## src/rtl/frog_game_ctrl.sv

```systemverilog
// Frogger playfield game-state controller: frog position, lane obstacles, hazards, lives and game FSM.
// Latency: every output is registered; moves, obstacle steps and start take effect on the sampling edge.
// Backpressure: none; move/tick/start are one-cycle pulses, each is either honoured or dropped that cycle.
module frog_game_ctrl #(
    parameter int STEP_TICKS  = 8,
    parameter int LIVES       = 3,
    parameter int DEATH_TICKS = 32
) (
    input  logic        clk,
    input  logic        rst_n,
    input  logic        start,
    input  logic        btn_up,
    input  logic        btn_down,
    input  logic        btn_left,
    input  logic        btn_right,
    input  logic        tick,
    output logic [3:0]  frog_x,
    output logic [3:0]  frog_y,
    output logic [15:0] car_x,
    output logic [11:0] log_x,
    output logic [1:0]  lives,
    output logic [2:0]  state,
    output logic        frog_visible
);

    localparam int SW = (STEP_TICKS > 1) ? $clog2(STEP_TICKS) : 1;
    // At least 3 bits so the blink bit (counter[2]) always exists.
    localparam int DW = (DEATH_TICKS > 8) ? $clog2(DEATH_TICKS) : 3;
    localparam logic [SW-1:0] STEP_LAST  = SW'(STEP_TICKS - 1);
    localparam logic [DW-1:0] DEATH_LAST = DW'(DEATH_TICKS - 1);

    typedef enum logic [2:0] {
        S_IDLE  = 3'd0,
        S_PLAY  = 3'd1,
        S_DEATH = 3'd2,
        S_WIN   = 3'd3,
        S_OVER  = 3'd4
    } game_state_t;

    game_state_t   state_q, state_n;
    logic [3:0]    fx_q, fx_n, fy_q, fy_n;
    logic [3:0]    car_q [4];
    logic [3:0]    car_n [4];
    logic [3:0]    log_q [3];
    logic [3:0]    log_n [3];
    logic [1:0]    lives_q, lives_n;
    logic          vis_q, vis_n;
    logic [SW-1:0] step_q, step_n;
    logic [DW-1:0] dcnt_q, dcnt_n, dcnt_inc;

    logic [3:0]    mx, my;
    logic [3:0]    lane_car, lane_log, log_off;
    logic          on_road, on_river, car_hit, log_miss;

    // Column arithmetic on the 11-wide playfield.
    function automatic logic [3:0] inc11(input logic [3:0] v);
        return (v == 4'd10) ? 4'd0 : v + 4'd1;
    endfunction

    function automatic logic [3:0] dec11(input logic [3:0] v);
        return (v == 4'd0) ? 4'd10 : v - 4'd1;
    endfunction

    assign frog_x       = fx_q;
    assign frog_y       = fy_q;
    assign car_x        = {car_q[3], car_q[2], car_q[1], car_q[0]};
    assign log_x        = {log_q[2], log_q[1], log_q[0]};
    assign lives        = lives_q;
    assign state        = state_q;
    assign frog_visible = vis_q;
    assign dcnt_inc     = dcnt_q + 1'b1;

    // Hazard detection on the registered frog position and obstacle lanes.
    always_comb begin
        on_road  = (fy_q >= 4'd3) && (fy_q <= 4'd6);
        on_river = (fy_q >= 4'd7) && (fy_q <= 4'd9);
        unique case (fy_q)
            4'd4:    lane_car = car_q[1];
            4'd5:    lane_car = car_q[2];
            4'd6:    lane_car = car_q[3];
            default: lane_car = car_q[0];
        endcase
        unique case (fy_q)
            4'd8:    lane_log = log_q[1];
            4'd9:    lane_log = log_q[2];
            default: lane_log = log_q[0];
        endcase
        // Distance from the log's left end, mod 11; the 4-bit wrap of fx+11 cancels out.
        log_off  = (fx_q >= lane_log) ? (fx_q - lane_log) : (fx_q + 4'd11 - lane_log);
        car_hit  = on_road && (lane_car == fx_q);
        log_miss = on_river && (log_off > 4'd2);
    end

    // Next-state and next-value logic for the game FSM and all playfield registers.
    always_comb begin
        state_n = state_q;
        fx_n    = fx_q;
        fy_n    = fy_q;
        for (int i = 0; i < 4; i++) car_n[i] = car_q[i];
        for (int i = 0; i < 3; i++) log_n[i] = log_q[i];
        lives_n = lives_q;
        vis_n   = vis_q;
        step_n  = step_q;
        dcnt_n  = dcnt_q;
        mx      = fx_q;
        my      = fy_q;

        unique case (state_q)
            S_IDLE: begin
                if (start) state_n = S_PLAY;
            end
            S_PLAY: begin
                if (fy_q == 4'd10) begin
                    state_n = S_WIN;
                end else if (car_hit || log_miss) begin
                    state_n = S_DEATH;
                    lives_n = lives_q - 2'd1;
                    dcnt_n  = '0;
                    vis_n   = 1'b1;
                end else begin
                    // A blocked higher-priority move still swallows the lower ones.
                    if (btn_up) begin
                        if (fy_q != 4'd10) my = fy_q + 4'd1;
                    end else if (btn_down) begin
                        if (fy_q != 4'd1) my = fy_q - 4'd1;
                    end else if (btn_left) begin
                        if (fx_q != 4'd0) mx = fx_q - 4'd1;
                    end else if (btn_right) begin
                        if (fx_q != 4'd10) mx = fx_q + 4'd1;
                    end
                    fx_n = mx;
                    fy_n = my;
                    if (tick) begin
                        if (step_q == STEP_LAST) begin
                            step_n   = '0;
                            car_n[0] = inc11(car_q[0]);
                            car_n[1] = dec11(car_q[1]);
                            car_n[2] = inc11(car_q[2]);
                            car_n[3] = dec11(car_q[3]);
                            log_n[0] = inc11(log_q[0]);
                            log_n[1] = dec11(log_q[1]);
                            log_n[2] = inc11(log_q[2]);
                            // Ride the log from the already-moved position; riding off the edge kills.
                            if ((my == 4'd7 && mx == 4'd10) || (my == 4'd9 && mx == 4'd10) ||
                                (my == 4'd8 && mx == 4'd0)) begin
                                state_n = S_DEATH;
                                lives_n = lives_q - 2'd1;
                                dcnt_n  = '0;
                                vis_n   = 1'b1;
                            end else if (my == 4'd7 || my == 4'd9) begin
                                fx_n = mx + 4'd1;
                            end else if (my == 4'd8) begin
                                fx_n = mx - 4'd1;
                            end
                        end else begin
                            step_n = step_q + 1'b1;
                        end
                    end
                end
            end
            S_DEATH: begin
                if (tick) begin
                    if (dcnt_q == DEATH_LAST) begin
                        if (lives_q == 2'd0) begin
                            state_n = S_OVER;
                        end else begin
                            state_n = S_PLAY;
                            fx_n    = 4'd5;
                            fy_n    = 4'd1;
                            vis_n   = 1'b1;
                            dcnt_n  = '0;
                        end
                    end else begin
                        dcnt_n = dcnt_inc;
                        vis_n  = ~dcnt_inc[2];
                    end
                end
            end
            S_WIN, S_OVER: begin
                if (start) begin
                    state_n  = S_PLAY;
                    fx_n     = 4'd5;
                    fy_n     = 4'd1;
                    car_n[0] = 4'd0;
                    car_n[1] = 4'd3;
                    car_n[2] = 4'd6;
                    car_n[3] = 4'd9;
                    log_n[0] = 4'd3;
                    log_n[1] = 4'd4;
                    log_n[2] = 4'd3;
                    lives_n  = 2'(LIVES);
                    vis_n    = 1'b1;
                    step_n   = '0;
                    dcnt_n   = '0;
                end
            end
            default: state_n = S_IDLE;
        endcase
    end

    // State and playfield registers with synchronous reset to the power-on layout.
    always_ff @(posedge clk) begin
        if (!rst_n) begin
            state_q  <= S_IDLE;
            fx_q     <= 4'd5;
            fy_q     <= 4'd1;
            car_q[0] <= 4'd0;
            car_q[1] <= 4'd3;
            car_q[2] <= 4'd6;
            car_q[3] <= 4'd9;
            log_q[0] <= 4'd3;
            log_q[1] <= 4'd4;
            log_q[2] <= 4'd3;
            lives_q  <= 2'(LIVES);
            vis_q    <= 1'b1;
            step_q   <= '0;
            dcnt_q   <= '0;
        end else begin
            state_q <= state_n;
            fx_q    <= fx_n;
            fy_q    <= fy_n;
            for (int i = 0; i < 4; i++) car_q[i] <= car_n[i];
            for (int i = 0; i < 3; i++) log_q[i] <= log_n[i];
            lives_q <= lives_n;
            vis_q   <= vis_n;
            step_q  <= step_n;
            dcnt_q  <= dcnt_n;
        end
    end

endmodule

```

## config.mk

```make
export PLATFORM = sky130hd
export DESIGN_NAME = frog_game_ctrl
export DESIGN_NICKNAME = d
export VERILOG_FILES = /design/src/rtl/frog_game_ctrl.sv
export SDC_FILE = /design/constraint.sdc
export NUM_CORES = 1
export LEC_CHECK = 0
export ABC_AREA = 1
export ABC_CLOCK_PERIOD_IN_PS = 3400
export CORE_ASPECT_RATIO = 0.9
export CORE_MARGIN = 3
export CORE_UTILIZATION = 52
export DETAILED_ROUTE_END_ITERATION = 16
export PLACE_DENSITY = 0.77
export SKIP_LAST_GASP = 1
export SYNTH_ARGS = -nofsm -noshare
export SYNTH_HDL_FRONTEND = slang
export SYNTH_SLANG_ARGS = --single-unit
```

## constraint.sdc

```tcl
create_clock -name clk -period 3.4 [get_ports clk]
set_input_delay 0.68 -clock clk [delete_from_list [all_inputs] [get_ports clk]]
set_output_delay 0.68 -clock clk [all_outputs]
set_load 0.03 [all_outputs]
```

* After elaboration in Yosys (flattened, before gate mapping)
Memory sizes are Yosys's and may differ from the RTL's. Cells that the tools add are included.
Word-level totals: bits in registers 22, latch bits 0, memory bits (writable) 28, memory bits (read-only) 0, bits of input ports 8, output and inout port bits 42, word-level logic and storage cells 217, memories kept 2
Memories:
- car_q | depth 4, width 4, read ports 4, clocked after Yosys merged registers in 0, wr ports 4, RTL line 42 | logic [3:0] car_q [4];
- log_q | depth 3, width 4, read ports 3, clocked after Yosys merged registers in 0, wr ports 3, RTL line 44 | logic [3:0] log_q [3];
Operators by class: add/sub/neg operators 19, multiply operators 0, div/mod/pow operators 0, $lt $le $gt $ge 6, eq/ne operators 39, shift operators 0, mux-type cells 109, bitwise gates (word level) 8, reduce and logical (&&, ||, !) cells 27
Operators with widths (number):
- $mux 4 | 48
- $mux 16 | 5
- $mux 12 | 5
- $mux 5 | 9
- $mux 3 | 14
- $eq 4x4->1 const B | 10
- $pmux 4 s3 | 3
- $pmux 16 s2 | 1
- $add 4x1->4 const B | 7
- $pmux 12 s2 | 1
- $sub 4x1->4 const B | 6
- $ne 4x4->1 const B | 5
- $eq 4x3->1 const B | 4
- $logic_not 4->1 | 4
- $pmux 5 s3 | 1
- $ne 2x2->1 const B | 7
- $mux 2 | 6
- $ne 3x3->1 const B | 4
- $reduce_and 6->1 | 2
- $mux 1 | 11
- $pmux 3 s3 | 1
- $pmux 4 s2 | 1
- $reduce_and 8->1 | 1
- $sub 4x4->4 | 2
- 33 further kinds | 50

* Longest topological paths before layout
Gate-level depths: netlist of run 1.
word-level depth 20, mapped depth 23, gate-level depth less buffers 22

* Worst setup path before layout of run 1
Ideal clock, no wire load.
path type register to register, start register fy_q[1] (netlist: frog_y[1]), end memory log_q[0][1], library setup time 0.117 ns, data arrival time 3.524 ns, required time 3.283 ns, slack -0.241 ns, stages on the path, launching flop included 20, path buffers 2, period minus slack after synthesis 3.641 ns, path through dfxtp_1 inv_1 ha_1 nand2_1 o22ai_1 a21oi_1 inv_1 ha_1 fa_1 xnor2_1 xnor2_1 nand4_1 nand3_1 o21ai_2 nand2_1 nand3_2 buf_6 buf_4 a21oi_1 nand2_1
RTL lines:
- start, declared | RTL line 41 | logic [3:0] fx_q, fx_n, fy_q, fy_n;
- start signal, assigned | RTL line 221 | fy_q <= fy_n;
- end, declared | RTL line 44

==> impl_metrics.tcl, run 1 <==
set metrics [dict create \
    power_frac_seq 0.195 \
    drive_gt1_frac 0.141 \
    syn-num-nets 708 \
    h-tree-depth 2 \
    hpwlAfterDp_mm 8.61 \
    grt_usage 0.250 \
    die_w_um 100 \
    wl_per_cell_um 14.5 \
    fin_skew_ps 8.51 \
    worstPathCellList "inv_2 -> nor2_4 -> nand2_4 -> o22ai_4 -> a21oi_2 -> ha_1 -> ha_2 -> inv_2 -> fa_2 -> xnor2_2 -> xnor2_1 -> nand4_1 -> nand3_2 -> o21ai_4 -> nand2_2 -> nand3_4 -> buf_12 -> buf_12 -> a21oi_2 -> nand2_1" \
    grt_pass1_wl_mm 19.0 \
    drt_first_pass_iters 5 \
    cts_buffer_depth 2 \
    cp_data_arrival_time_ps 3580 \
    peakVddDrop_mv 0.685 \
    endpoint_kind "register" \
    gp_congestion 0.953 \
    tightestPinTransition_ps 623 \
    r2r-start "frog_y[3]" \
    p_clk_frac 0.078 \
    ys_ff_latch 50 \
    synthTopCellsByArea "dfxtp_1 24%, nand2_1 17%, ha_1 9.4%" \
    outcome "finished, final reports clean" \
    cts_buffers 5 \
    diodes 0 \
    hold_path.class "register to register" \
    fin_crit_ps 3370 \
    syn_inst 666 \
    clock_latency_ps 310 \
    core_area_sq_mm 0.00762 \
    via_per_inst 5.58 \
    row_count 30 \
    p_int_w 0.00251 \
    sw_frac_of_total 0.518 \
    yosysUniqueCellTypes 39 \
    holdWs_ps 467 \
    io-pin-count 50 \
    slowest_stage "fa_2" \
    syn_to_final_growth_pct 27.6 \
    maxClockFrequency_mhz 297 \
    die_h_um 90.6 \
    yosysWarnings 0 \
    critical_path.top_delay_family "adder cells" \
    cts_hold_buffers 0 \
    ant_nets 0 \
    critPathMaxFanout 7 \
    nets 780 \
    cts_tree "yes" \
    drc_errors 0 \
    drt_iter0_drc 263 \
    grt_start_max_net_pins 32 \
    syn_avg_cell_area_sq_um 6.21 \
    synth_largest_area_cell "dfxtp_1" \
    yosys.area.top_type_share 0.242 \
    period_share 0.991 \
    synth_seq_area_share 0.242 \
    critPathBufInv 4 \
    required_ps 3610 \
    cp-startpoint "frog_y[3]" \
    clk_pin_slew_ps 100 \
    critPathKind "register to register" \
    postRouteWirelength_mm 12.1 \
    syn_area_sq_mm 0.00414 \
    p_per_area_mw_per_mm2 986 \
    max_slew_margin 0.582 \
    tns_ps 0 \
    root_buffer "clkbuf_8" \
    layout_commonest_cell "nand2_1" \
    reg2reg_slack_ps 30 \
    leakagePower_nw 2.50 \
    finalSetupViolations 0 \
    final_cell_mix "173 x nand2_1, 77 x nor2_1, 76 x inv_1, 63 x nand3_1, 49 x clkdlybuf4s50_1" \
    grt_pass1_vias 4195 \
    drv_slew 0 \
    finalHoldViolations 0 \
    start_util 0.543 \
    critPathLaunchType "register" \
    p_switching_w 0.00270 \
    drv_cap 0 \
    io_buffers 49 \
    dieArea_sq_mm 0.00907 \
    rsz0062_at_grt "yes" \
    min-delay-start "dcnt_q[3]" \
    clock_sinks 50 \
    routed-via-count 4656 \
    grt-ovfl-total 0 \
    antenna_found_initial 0 \
    critPathMaxStageDelay_ps 380 \
    combPwrFrac 0.727 \
]
==> cell families after synthesis <==
kind of cell             synth area share
adder cells (fa/ha/maj)             0.108
buffers and inverters              0.0971
XOR/XNOR                           0.0254
AND/OR/NAND/NOR                     0.390
flip-flops                          0.242
AO/OA/AOI/OAI                       0.137
==> worst paths after layout <==
| check | endpoint | cells after the start |
|---|---|---|
| max reg2reg | log_q[0][1] | 20 |
| min | dcnt_q[3] | 2 |
| max | log_q[0][1] | 20 |
| min reg2reg | dcnt_q[3] | 2 |
==> cell usage after synthesis (all sizes together) <==
master and n:
a211oi 2, a21boi 2, a21oi 44, a22o 1, a31oi 1, buf 8
clkbuf 7, dfxtp 50, fa 3, ha 31, inv 82, nand2 193
nand3 66, nand3b 1, nand4 9, nor2 84, nor3 16, nor3b 2
nor4 3, o211a 1, o211ai 4, o21a 1, o21ai 36, o21bai 1
o22ai 4, or2 2, xnor2 5, xor2 7
==> layer usage <==
| metal | up-vias | share of wire | GRT usage |
|---|---|---|---|
| met1 | 2155 | 0.44 | 0.338 |
| met5 | - | 0 | 0 |
| met3 | 26 | 0.057 | 0.0309 |
| met2 | 176 | 0.49 | 0.413 |
| li1 | 2299 | - | - |
| met4 | 0 | 0.018 | 0.0808 |
==> timing repair <==
item,CTS,global route
gates resized for setup,9,48
pin swaps,0,13
cloned,0,4
setup endpoints to repair,45,50
setup buffers,0,3
hold endpoints to repair,0,0
==> area by class of cell <==
type / instances / area, sq um
clock buffers: 8 / 101
fillers: 636 / 2340
inverters: 82 / 323
multi-input cells: 519 / 2920
flip-flops and latches: 50 / 1010
well taps: 96 / 120
repair buffers: 80 / 808
==> worst reg2reg max path: cells and delay by family (launching register included) <==
family | cells | cell delay (ps)
AO/OA/AOI/OAI | 4 | 470
AND/OR/NAND/NOR | 7 | 870
adder cells (fa/ha/maj) | 3 | 880
XOR/XNOR | 2 | 320
buffers and inverters | 4 | 400
flip-flops | 1 | 340
==> power by group through the flow <==
stage	registers [W]	logic (W)	clock network [W]
final	0.00102	0.00378	0.000406
after global routing	0.00105	0.00416	0.000426
after CTS	0.000997	0.00325	0.000405
after detailed placement	0.00101	0.00320	0
after global placement	0.00100	0.00313	0
after floorplan	0.00131	0.00195	0
==> stage by stage <==
step / cell area (sq um) / worst slack [ps] / util / power, W / instances
after floorplan: 4150 / 1.19 / - / 0.00326 / 666
final: 5280 / 31.4 / 0.693 / 0.00521 / 835
after CTS: 4990 / 8.08 / 0.655 / 0.00465 / 828
after global placement: 4860 / -36.6 / 0.638 / 0.00413 / 820
after detailed placement: 4860 / -198 / 0.638 / 0.00421 / 820
after global routing: 5280 / -125 / 0.693 / 0.00564 / 835
==> sequential cells by signal, summed over array words and instances, names as in the netlist <==
name and count:
frog_y 4, frog_x 4, log_q 12, state 3, step_q 3, lives 2
frog_visible 1, dcnt_q 5, car_q 16
(Power assumes the default switching activity.)
==> inputs of run 2 (changes only) <==
--- a/config.mk
+++ b/config.mk
@@ -7,11 +7,13 @@
 export LEC_CHECK = 0
 export ABC_AREA = 1
 export ABC_CLOCK_PERIOD_IN_PS = 3400
+export CELL_PAD_IN_SITES_DETAIL_PLACEMENT = 1
+export CELL_PAD_IN_SITES_GLOBAL_PLACEMENT = 2
 export CORE_ASPECT_RATIO = 0.9
 export CORE_MARGIN = 3
-export CORE_UTILIZATION = 52
+export CORE_UTILIZATION = 27
 export DETAILED_ROUTE_END_ITERATION = 16
-export PLACE_DENSITY = 0.77
+export PLACE_DENSITY = 0.75
 export SKIP_LAST_GASP = 1
 export SYNTH_ARGS = -nofsm -noshare
 export SYNTH_HDL_FRONTEND = slang
==> run 2 against run 1 <==
Non-clock buffer count is 10 higher. First-iteration DRC count is 39% lower. Hold slack better by 8.0 ps. Sequential power is essentially flat. Setup slack better by 43 ps. Clock skew shrank 2.9 ps. Cell count is 13% higher. Count of clock-buffer cells in the layout decreased by 2. Sequential share of layout area is 0.87 points lower. Core utilization fell by 32 points. Via count shrank 0.97%. Routed wire length grew 20%. Highest routed layer unchanged.
==> impl_metrics.tcl, run 2 (synthesis results as in run 1) <==
set metrics [dict create \
    outcome "finished, final reports clean" \
    nets 790 \
    diodes 0 \
    core_area_sq_mm 0.0149 \
    worstPathCellList "inv_2 -> nor2_2 -> buf_6 -> nand2_4 -> nand2_2 -> inv_2 -> a21oi_2 -> buf_4 -> ha_1 -> ha_2 -> inv_1 -> fa_2 -> xnor2_2 -> xnor2_1 -> nand4_1 -> nand3_2 -> o21ai_2 -> nand2_2 -> nand3_4 -> clkbuf_16 -> buf_4 -> o21ai_1 -> nor2_1" \
    drc_errors 0 \
    maxClockFrequency_mhz 301 \
    grt.busiest_layer "met2" \
    drv_cap 0 \
    antenna_found_initial 0 \
    largest_register "car_q" \
    die_h_um 123 \
    largest_reg_flops 16 \
    grt_pass1_vias 4692 \
    gr-usage-met3 0.0260 \
    fin_skew_ps 5.58 \
    critPathBufInv 7 \
    period_share 0.978 \
    layout_commonest_cell "nand2_1" \
    grt-ovfl-total 0 \
    io_buffers 49 \
    endpoint_kind "register" \
    rsz0062_at_grt "yes" \
    via_per_inst 4.87 \
    p_clk_frac 0.099 \
    p_switching_w 0.00282 \
    critPathLaunchType "register" \
    routed-via-count 4611 \
    critPathMaxStageDelay_ps 350 \
    finalHoldViolations 0 \
    cts_buffer_depth 2 \
    max_slew_margin 0.598 \
    critPathMaxFanout 5 \
    power_frac_seq 0.183 \
    placed_area_sq_mm 0.00508 \
    grt_pass1_wl_mm 23.2 \
    grt_util_met1 0.229 \
    cp_data_arrival_time_ps 3500 \
    cts_tree "yes" \
    grt_use_met2 0.288 \
    h-tree-depth 2 \
    hold_path.class "register to register" \
    leakagePower_nw 2.55 \
    drt_first_pass_iters 4 \
    drv_slew 0 \
    wl_per_cell_um 15.4 \
    p_int_w 0.00269 \
    required_ps 3570 \
    tightestPinTransition_ps 600 \
    clock_latency_ps 310 \
    start_util 0.278 \
    postRouteWirelength_mm 14.6 \
    clock_sinks 50 \
    fin_crit_ps 3330 \
    critPathKind "register to register" \
    row_count 42 \
    sw_frac_of_total 0.512 \
    cts_buffers 5 \
    grt_start_max_net_pins 32 \
    dieArea_sq_mm 0.0168 \
    tns_ps 0 \
    syn_to_final_growth_pct 33.7 \
    hpwlAfterDp_mm 11.1 \
    clk_pin_slew_ps 70 \
    io-pin-count 50 \
    drive_gt1_frac 0.156 \
    slowest_stage "fa_2" \
    holdWs_ps 475 \
    ant_nets 0 \
    combPwrFrac 0.718 \
    p_per_area_mw_per_mm2 996 \
    post-route-cell-area_sq_mm 0.00553 \
    die_w_um 136 \
    root_buffer "clkbuf_16" \
    gp_congestion 0.817 \
    peakVddDrop_mv 0.383 \
    finalSetupViolations 0 \
    grt_usage 0.173 \
    drt_iter0_drc 161 \
    final_cell_mix "175 x nand2_1, 77 x inv_1, 77 x nor2_1, 62 x nand3_1, 49 x clkdlybuf4s50_1" \
    critical_path.top_delay_family "simple AND/OR/NAND/NOR gates" \
    reg_top3 "car_q (16), log_q (12), dcnt_q (5)" \
]
[run 2: cell type report]
type | count | area (sq um)
Clock buffer | 6 | 139
Inverter | 82 | 325
Multi-Input combinational cell | 519 | 2890
Timing Repair Buffer | 90 | 905
Sequential cell | 50 | 1010
Tap cell | 198 | 248
Clock inverter | 2 | 11.3
Fill cell | 1905 | 9340
[run 2: through the flow]
step                worst slack, ps  power (W)  utilization  std cells
finish                         74.5    0.00551        0.372        947
global route                  -97.3    0.00602        0.372        947
CTS                            3.68    0.00512        0.354        941
detailed placement             -104    0.00451        0.342        933
global placement               29.8    0.00440        0.342        933
floorplan                      1.19    0.00326            -        666
[run 2: routing by layer]
layer,part of all wire,routed length [um],up-vias
met5,0,0,-
met4,0.015,221,0
met3,0.021,308,11
met2,0.47,6860,53
met1,0.49,7170,2231
li1,-,-,2316
[run 2: power by group through the flow]
| stage | clock (W) | sequential [W] | combinational (W) |
|---|---|---|---|
| final | 0.000543 | 0.00101 | 0.00396 |
| after global routing | 0.000579 | 0.00105 | 0.00439 |
| after CTS | 0.000564 | 0.00101 | 0.00355 |
| after detailed placement | 0 | 0.00102 | 0.00349 |
| after global placement | 0 | 0.00101 | 0.00339 |
| after floorplan | 0 | 0.00131 | 0.00195 |
[run 2: path summary, 6_finish.rpt]
check,cells after the start,end,slack (ps),start
setup reg to reg,23,car_q[3][1],70,frog_y[3]
hold reg to reg,2,dcnt_q[3],480,dcnt_q[3]
hold / removal,2,dcnt_q[3],480,dcnt_q[3]
setup / recovery,23,car_q[3][1],70,frog_y[3]
[run 2: worst reg2reg max path, stage by stage, from the launching register on]
cell	delay (ps)
dfxtp_2	330
inv_2	40
nor2_2	90
buf_6	150
nand2_4	90
nand2_2	70
inv_2	60
a21oi_2	150
buf_4	130
ha_1	140
ha_2	160
inv_1	50
fa_2	350
xnor2_2	150
xnor2_1	160
nand4_1	130
nand3_2	100
o21ai_2	80
nand2_2	90
nand3_4	130
clkbuf_16	200
buf_4	140
o21ai_1	130
nor2_1	70
[run 2: repair_timing]
item / 4_1_cts / 5_1_grt
pin swaps: 2 / 9
hold buffers: 0 / 0
gates cloned: 0 / 4
buffers inserted: 0 / 2
setup endpoints to repair: 37 / 50
resized for setup: 10 / 42
==> inputs of run 3 (changes only) <==
--- a/config.mk
+++ b/config.mk
@@ -10,7 +10,7 @@
 export CELL_PAD_IN_SITES_DETAIL_PLACEMENT = 1
 export CELL_PAD_IN_SITES_GLOBAL_PLACEMENT = 2
 export CORE_ASPECT_RATIO = 0.9
-export CORE_MARGIN = 3
+export CORE_MARGIN = 2
 export CORE_UTILIZATION = 27
 export DETAILED_ROUTE_END_ITERATION = 16
 export PLACE_DENSITY = 0.75
==> run 3 against run 2 <==
Core utilization up 0.88 points. Combinational power rose by 3%. Clock skew rose by 2.5 ps. Critical path depth is the same. Critical endpoint is now log_q[0][1]. Power increased by 2.2%. Global-route usage rose by 0.22 points. Non-clock buffer count rose by 5.
==> impl_metrics.tcl, run 3 (synthesis results as in run 1) <==
set metrics [dict create \
    outcome "finished, final reports clean" \
    layout_commonest_cell "nand2_1" \
    maxClockFrequency_mhz 307 \
    cts_buffers 5 \
    hpwlAfterDp_mm 11.0 \
    fin_cells 952 \
    clock_sinks 50 \
    place_ws_ps -194 \
    critPathMaxFanout 9 \
    critPathLaunchType "register" \
    min_delay_path_depth 2 \
    ant_nets 0 \
    cts_buffer_depth 2 \
    reg2regPathDepth 23 \
    max_slew_margin 0.617 \
    reg_top3 "car_q (16), log_q (12), dcnt_q (5)" \
    wl_per_cell_um 15.4 \
    dieArea_sq_mm 0.0163 \
    row_count 42 \
    via_per_inst 4.82 \
    finalSetupViolations 0 \
    critPathKind "register to register" \
    start_util 0.278 \
    grt_pass1_vias 4625 \
    core_area_sq_mm 0.0149 \
    io_buffers 49 \
    drc_errors 0 \
    worst_r2r_endpoint "log_q[0][1]" \
    routed-via-count 4590 \
    grt-ovfl-total 0 \
    drt_iter0_drc 164 \
    drv_cap 0 \
    r2r-start "frog_y[3]" \
    leakagePower_nw 2.58 \
    drv_slew 0 \
    postRouteWirelength_mm 14.7 \
    drive_gt1_frac 0.171 \
    grt_usage 0.175 \
    die_h_um 121 \
    largest_register "car_q" \
    setup_ws_ps 141 \
    min_to "lives[1]" \
    die_w_um 134 \
    largest_reg_flops 16 \
    drt_first_pass_iters 4 \
    antenna_found_initial 0 \
    finalHoldViolations 0 \
    io-pin-count 50 \
    cts_tree "yes" \
    reg2reg_slack_ps 140 \
    peakVddDrop_mv 0.439 \
    h-tree-depth 2 \
    tightestPinTransition_ps 572 \
    grt_pass1_wl_mm 22.9 \
    clk_pin_slew_ps 80 \
    period_share 0.959 \
    cp_data_arrival_time_ps 3450 \
    diodes 0 \
    clock_latency_ps 300 \
    gp_congestion 0.917 \
    nets 795 \
    dpl.cell_count 932 \
    hold_path.class "register to register" \
    fill_cells 1872 \
    required_ps 3600 \
    syn_to_final_growth_pct 36.9 \
    endpoint_kind "register" \
    fin_skew_ps 8.12 \
    grt_start_max_net_pins 32 \
    fin_crit_ps 3260 \
    root_buffer "clkbuf_16" \
    final_cell_mix "174 x nand2_1, 77 x nor2_1, 76 x inv_1, 61 x nand3_1, 49 x clkdlybuf4s50_1" \
    min-delay-start "lives[1]" \
    p_per_area_mw_per_mm2 994 \
]
## run 3: cell count changes in the layout (fill, tap and decap cells not counted), sizes merged
cell      delta
clkinv       -1
clkinvlp     +2
clkbuf       -1
buf          +5
## run 3: final cells by class
cell class,count,area [sq um],share of cell area
repair buffers,95,942,0.166
clock inverters,3,23.8,0.00420
flip-flops and latches,50,1010,0.178
well taps,198,248,0.0437
multi-input cells,519,2990,0.527
inverters,82,328,0.0579
clock buffers,5,125,0.0221
## run 3: routing by layer
layer	GRT usage	wire length, um	up-vias
met3	0.0209	310	20
li1	-	-	2329
met4	0.0441	260	0
met5	0	0	-
met1	0.238	7240	2181
met2	0.293	6840	60
## run 3: worst max-delay path, cell delays in order, from the launching register on
cell,delay [ps]
dfxtp_2,340
inv_2,50
nor2_4,200
nand2_4,130
nand2_4,90
inv_4,50
a21oi_4,160
buf_6,120
ha_4,130
ha_4,120
inv_2,30
fa_2,360
xnor2_2,140
xnor2_1,120
nand4_1,110
nand3_2,110
o21ai_4,100
nand2_2,100
nand3_4,150
buf_12,160
clkinv_8,60
clkbuf_16,160
o21ai_0,80
nand2_1,70
## run 3: stage by stage
step / power (W) / util / TNS [ps] / hold slack (ps) / instance area, sq um
final: 0.00563 / 0.381 / 0 / 489 / 5660
after global routing: 0.00614 / 0.381 / -625 / 527 / 5660
after CTS: 0.00505 / 0.353 / 0 / 496 / 5250
after detailed placement: 0.00447 / 0.341 / -4650 / 485 / 5070
after global placement: 0.00438 / 0.341 / 0 / 454 / 5070
after floorplan: 0.00326 / - / 0 / 445 / 4150
## run 3: how the worst max path moves through the flow
stage	start	to	slack, ps	depth (start not counted)
after CTS	frog_y[0]	log_q[0][3]	0.8	22
after global routing	frog_y[3]	log_q[0][8]	-60	23
after detailed placement	frog_y[1]	dcnt_q[3]	-190	21
final	frog_y[3]	log_q[0][1]	140	23
after floorplan	frog_y[2]	log_q[0][1]	1	20
after global placement	frog_y[1]	dcnt_q[2]	30	21
## run 3: what timing repair did
item,in CTS,in global routing
pin swaps,2,18
hold buffers,0,0
buffers inserted,1,7
gates cloned,0,4
gates resized for setup,8,60
setup endpoints to repair,49,50
## run 3: where the power goes
part           internal (W)  switching (W)  total (W)  leakage, nW
sequential         0.000783       0.000229    0.00101        0.410
combinational       0.00169        0.00240    0.00409         2.10
clock              0.000276       0.000253   0.000529       0.0664
total               0.00275        0.00288    0.00563         2.58
